`config.mk`:
```
export PLATFORM = sky130hd
export DESIGN_NAME = uart_frame_tx
export DESIGN_NICKNAME = d
export VERILOG_FILES = /design/src/rtl/uart_frame_tx.sv
export SDC_FILE = /design/constraint.sdc
export NUM_CORES = 1
export LEC_CHECK = 0
export CORE_MARGIN = 2
export CORE_UTILIZATION = 50
export DETAILED_ROUTE_END_ITERATION = 16
export GPL_TIMING_DRIVEN = 0
export MAX_ROUTING_LAYER = met4
export PLACE_DENSITY_LB_ADDON = 0.2
export SYNTH_ARGS = -nofsm -noshare
export SYNTH_HDL_FRONTEND = slang
export SYNTH_SLANG_ARGS = --single-unit
```
`constraint.sdc`:
```
create_clock -name clk -period 3.1 [get_ports clk]
set_input_delay 0.31 -clock clk [delete_from_list [all_inputs] [get_ports clk]]
set_output_delay 0.31 -clock clk [all_outputs]
set_load 0.03 [all_outputs]
```
`src/rtl/uart_frame_tx.sv`:
```
// Buffered UART transmitter: a small byte FIFO feeding an 8N1 / 8E1 / 8O1 serialiser.
// Bit timing comes from a baud counter on the system clock; tx is registered and idles high.
module uart_frame_tx #(
  parameter int CLKS_PER_BIT = 434,
  parameter int FIFO_DEPTH   = 4,
  parameter int PARITY_EN    = 0,
  parameter int PARITY_ODD   = 0
) (
  input  logic                        clk,
  input  logic                        reset,
  input  logic [7:0]                  data_in,
  input  logic                        data_valid,
  output logic                        data_ready,
  output logic                        tx,
  output logic                        busy,
  output logic [$clog2(FIFO_DEPTH):0] fifo_count
);
  localparam int                 PTR_W    = $clog2(FIFO_DEPTH);
  localparam int                 CNT_W    = $clog2(CLKS_PER_BIT);
  localparam logic [CNT_W-1:0]   CNT_LAST = CNT_W'(CLKS_PER_BIT - 1);
  localparam logic [PTR_W:0]     FULL_CNT = (PTR_W+1)'(FIFO_DEPTH);
  localparam logic               ODD_SEL  = (PARITY_ODD != 0);

  typedef enum logic [2:0] {IDLE, START, DATA, PARITY, STOP} state_t;
  state_t state, state_d;

  logic [7:0]       fifo_mem [FIFO_DEPTH];
  logic [PTR_W-1:0] wr_ptr, rd_ptr;
  logic [CNT_W-1:0] baud_cnt, baud_cnt_d;
  logic [2:0]       bit_idx, bit_idx_d;
  logic [7:0]       shift;
  logic             par_bit;
  logic             tx_d, push, pop, shift_adv, bit_end, fifo_empty;

  assign data_ready = (fifo_count != FULL_CNT);
  assign fifo_empty = (fifo_count == '0);
  assign push       = data_valid && data_ready;
  assign busy       = (state != IDLE) || !fifo_empty;
  assign bit_end    = (baud_cnt == CNT_LAST);

  always_comb begin
    state_d    = state;
    tx_d       = tx;
    baud_cnt_d = bit_end ? '0 : baud_cnt + 1'b1;
    bit_idx_d  = bit_idx;
    pop        = 1'b0;
    shift_adv  = 1'b0;
    case (state)
      IDLE: begin
        baud_cnt_d = '0;
        if (!fifo_empty) begin
          pop     = 1'b1;
          tx_d    = 1'b0;
          state_d = START;
        end
      end
      START: begin
        if (bit_end) begin
          tx_d      = shift[0];
          bit_idx_d = '0;
          state_d   = DATA;
        end
      end
      DATA: begin
        if (bit_end) begin
          if (bit_idx == 3'd7) begin
            if (PARITY_EN != 0) begin
              tx_d    = par_bit;
              state_d = PARITY;
            end else begin
              tx_d    = 1'b1;
              state_d = STOP;
            end
          end else begin
            // shift[1] becomes shift[0] on this same edge
            shift_adv = 1'b1;
            tx_d      = shift[1];
            bit_idx_d = bit_idx + 1'b1;
          end
        end
      end
      PARITY: begin
        if (bit_end) begin
          tx_d    = 1'b1;
          state_d = STOP;
        end
      end
      STOP: begin
        if (bit_end) begin
          // a queued byte starts immediately, with no idle gap after the stop bit
          if (!fifo_empty) begin
            pop     = 1'b1;
            tx_d    = 1'b0;
            state_d = START;
          end else begin
            state_d = IDLE;
          end
        end
      end
      default: state_d = IDLE;
    endcase
  end

  always_ff @(posedge clk or negedge reset) begin
    if (!reset) begin
      state      <= IDLE;
      tx         <= 1'b1;
      baud_cnt   <= '0;
      bit_idx    <= '0;
      wr_ptr     <= '0;
      rd_ptr     <= '0;
      fifo_count <= '0;
    end else begin
      state    <= state_d;
      tx       <= tx_d;
      baud_cnt <= baud_cnt_d;
      bit_idx  <= bit_idx_d;
      if (push) wr_ptr <= wr_ptr + 1'b1;
      if (pop)  rd_ptr <= rd_ptr + 1'b1;
      case ({push, pop})
        2'b10:   fifo_count <= fifo_count + 1'b1;
        2'b01:   fifo_count <= fifo_count - 1'b1;
        default: ;
      endcase
    end
  end

  // Payload storage carries no reset; control above decides what is valid.
  always_ff @(posedge clk) begin
    if (push) fifo_mem[wr_ptr] <= data_in;
    if (pop) begin
      shift   <= fifo_mem[rd_ptr];
      par_bit <= (^fifo_mem[rd_ptr]) ^ ODD_SEL;
    end else if (shift_adv) begin
      shift <= {1'b0, shift[7:1]};
    end
  end

endmodule
```
==> summary.md, run 1 <==
| Metric | Value |
|---|---|
| Min-delay src | bit_idx[2]$_DFFE_PN0P_ |
| Worst Max-Slew Pin Slew | around 1100 ps |
| Reg-to-reg startpoint | baud_cnt[1]$_DFF_PN0_ |
| Power density cells | 853 nW/µm² |
| Routed wire per std cell | about 17 µm |
| Fin crit share | 92.0% |
| Layout cells sized above 1 | 18.6% |
| Global Route Usage Sum | 18.9% |
| Endpoints failing hold | 0 |
| DRT Pass-1 Iters | 4 |
| CTS sink cnt | 63 |
| Final core utilization | 59.1% |
| Net Count, Synth | 204 |
| Leak pwr | 1.22 nW |
| Ys Warns | 0 |
| Kind of critical path | register to register |
| Antenna-violating nets left | 0 |
| R2R depth | 11 |
| GPL Wtd Cong | around 0.84 |
| Drt drc | 0 |
| Worst setup margin | 248 ps |
| Port Buffers | 16 |
| DP Worst Slack | -4.89 ps |
| Ports | 17 |
| Critical path fanouts, max | 10 |
| Tot Pwr | about 0.0027 W |
| Mapped Area | between 2000 and 3000 µm² |
| Tmin final | around 2900 ps |
| Clock latency on the worst-skew pair | 340 ps |
| # setup viols final | 0 |
| Main flop type after synthesis | edfxtp_1 |
| Htree depth | 3 |
| Final Max Slew Viols | 0 |
| Reg clk slew, reported paths | roughly 70 ps |
| Drt first-iter violations | 100 |
| Yosys reg bits | 63 |
| Initial antenna violation count | 0 |
| Vias in the first global route | between 1500 and 2000 |
| Vias | 1566 |
| WL final | 4820 µm |
| Inserted Clock Buffers | 9 |
| First-pass GRT wire length | 8280 µm |
| Initial Utilization | 50.9% |
| CTS tree | done |
| Reg-to-Reg End | fifo_count[1]$_DFFE_PN0P_ |
| Cell Rows | 27 |
| Fillers | 426 |
| Area added between synthesis and finish | 16.2% |
| DP HPWL | 3270 µm |
| Reg2reg setup slack | between 200 and 250 ps |
| Seq/Total Area, Yosys | between 60% and 70% |
| CTS root buf | clkbuf_8 |
| Chip height | about 78 µm |
| Critical Path Sink Type | register |
| Die Wd | slightly below 80 µm |
| Post-synth ARST share | between 30% and 40% |
| Placement Cell Area | a little over 3000 µm² |
| Peak supply drop | 0.000675 V |
| Post-Syn Instances | 183 |
| Hold WC Path Type | register to register |
| Mean post-synth cell area | between 15 and 20 µm² |
| DIE AREA | slightly above 6000 µm² |
| Nets@finish | 231 |
| RSZ-0062 raised after global routing | false |
| Critical Path AT | 3080 ps |
| Max cap viols | 0 |
| Largest net degree at the start of global routing | 24 |
| Relative slew margins | roughly 29% |
| Hold EP | bit_idx[2]$_DFFE_PN0P_ |
| Diode count | 0 |
| Hold Path Depth | 2 |
| FMAX | between 300 and 400 MHz |
| Core area | roughly 5400 µm² |
| Via-to-Cell Ratio | approximately 5.5 |
| Post-route clock skew | 11.0 ps |
| CP startpoint kind | register |
| Final instance area | between 3000 and 4000 µm² |
| Global route overflow | 0 |
| Post-synth cell types | 41 |
| Clock Path Buffers | 2 |
| EDFF count, synth | 40 |
| Crit path required time | 3330 ps |
| Outcome | finished clean |
-- state kept, by name (all words and copies together), names as in the netlist --
signal      flops
rd_ptr          2
state           3
fifo_mem       32
baud_cnt        9
shift           8
fifo_count      3
bit_idx         3
wr_ptr          2
tx              1
-- what timing repair did --
item | 4_1_cts | 5_1_grt
hold buffers | 0 | 0
setup endpoints to repair | 8 | 0
gates resized for setup | 1 | 0
buffers inserted | 0 | 0
-- logic make-up (layout without fill, tap and decap cells) --
family          count (synthesis)  count (layout)  synth area share [%]
compound gates                 17              17                  4.34
buf+inv                        16              48                  2.49
simple gates                   47              47                  9.14
fa+ha+maj                      10              10                  4.79
xor+xnor                       13              13                  4.12
flops                          63              63                  64.3
mux                            17              17                  10.9
-- cells in the final DEF (no fill, tap or decap), types with 2 or more instances in the layout --
cell             instances
nand4_1                  2
mux4_2                   8
edfxtp_1                40
xor2_1                   4
clkbuf_1                 5
o31ai_1                  3
a211o_1                  2
xnor2_1                  9
clkdlybuf4s50_1         16
clkinv_2                 3
nor3_1                   2
mux2_2                   4
or3_1                    2
a21oi_1                  2
or3b_2                   2
dfrtp_1                 22
o21ai_1                  2
ha_1                     9
mux2_4                   5
and3_1                   5
nand2_1                  4
nor2_1                  15
inv_1                    8
o21ai_0                  2
clkbuf_8                10
o41ai_1                  2
clkinvlp_4               2
nand3_1                  7
-- worst max-delay path by stage --
stage,start,end,cells past startpoint
final,baud_cnt[1]$_DFF_PN0_,fifo_count[1]$_DFFE_PN0P_,11
after global routing,baud_cnt[1]$_DFF_PN0_,fifo_count[1]$_DFFE_PN0P_,11
after CTS,baud_cnt[1]$_DFF_PN0_,fifo_count[1]$_DFFE_PN0P_,11
after detailed placement,baud_cnt[1]$_DFF_PN0_,shift[7]$_SDFFCE_PP0P_,7
after global placement,baud_cnt[1]$_DFF_PN0_,shift[7]$_SDFFCE_PP0P_,7
after floorplan,baud_cnt[1]$_DFF_PN0_,shift[0]$_DFFE_PP_,7
-- area by class of cell --
type                       count  area [µm²]  area share, %
clock buffer                  10         138           4.28
clock inverter                 6        60.1           1.87
multi-input combinational    104         920           28.6
timing repair buffer          16         160           4.98
inverter                       8        30.0          0.934
sequential                    63        1780           55.3
buffer                         8        38.8           1.21
tap                           72        90.1           2.80
-- routing by layer --
metal	GRT usage [%]	routed length (µm)	part of all wire, %	up-vias
met4	11.1	111	2.3	0
met1	23.7	2220	46	790
met3	3.79	149	3.1	10
met2	28.8	2330	48	32
met5	-	0	0	-
li1	-	-	-	734
-- cell usage after synthesis, types with 5 or more instances --
library cell | instances | area share, %
inv_1 | 8 | 1.1
nor2_1 | 15 | 2.0
mux2_4 | 5 | 2.7
nand3_1 | 7 | 1.3
xnor2_1 | 9 | 2.8
and3_1 | 5 | 1.1
mux4_2 | 8 | 6.5
clkbuf_1 | 5 | 0.68
dfrtp_1 | 22 | 20
ha_1 | 9 | 4.1
edfxtp_1 | 40 | 43
-- where the power goes --
part / internal [W] / switching, W / leakage, nW
Clock: 0.000388 / 0.000313 / 0.0981
Sequential: 0.00112 / 0.000128 / 0.656
Combinational: 0.000379 / 0.000415 / 0.465
Total: 0.00189 / 0.000856 / 1.22
-- stage by stage --
step / setup TNS, ps / hold slack [ps] / cells
after floorplan: 0 / 14.4 / 183
after global placement: 0 / 492 / 271
after detailed placement: -36.7 / 503 / 271
after CTS: 0 / 516 / 287
after global routing: 0 / 544 / 287
final: 0 / 518 / 287
-- critical path: stages, from the launching register on --
cell and delay [ps]:
dfrtp_1 410, inv_1 60, ha_1 140, nand4b_1 90
or4_1 390, buf_2 170, a211o_1 350, buf_6 180
inv_1 70, ha_1 200, fa_1 420, mux2_2 260
No activity file was read; power rests on OpenSTA's default activity.
==> inputs of run 2 (changes only) <==
ABC_CLOCK_PERIOD_IN_PS = 3100   (was default)
==> results of run 2 <==
The final DEF is identical to that of run 1; final timing and power are the same.
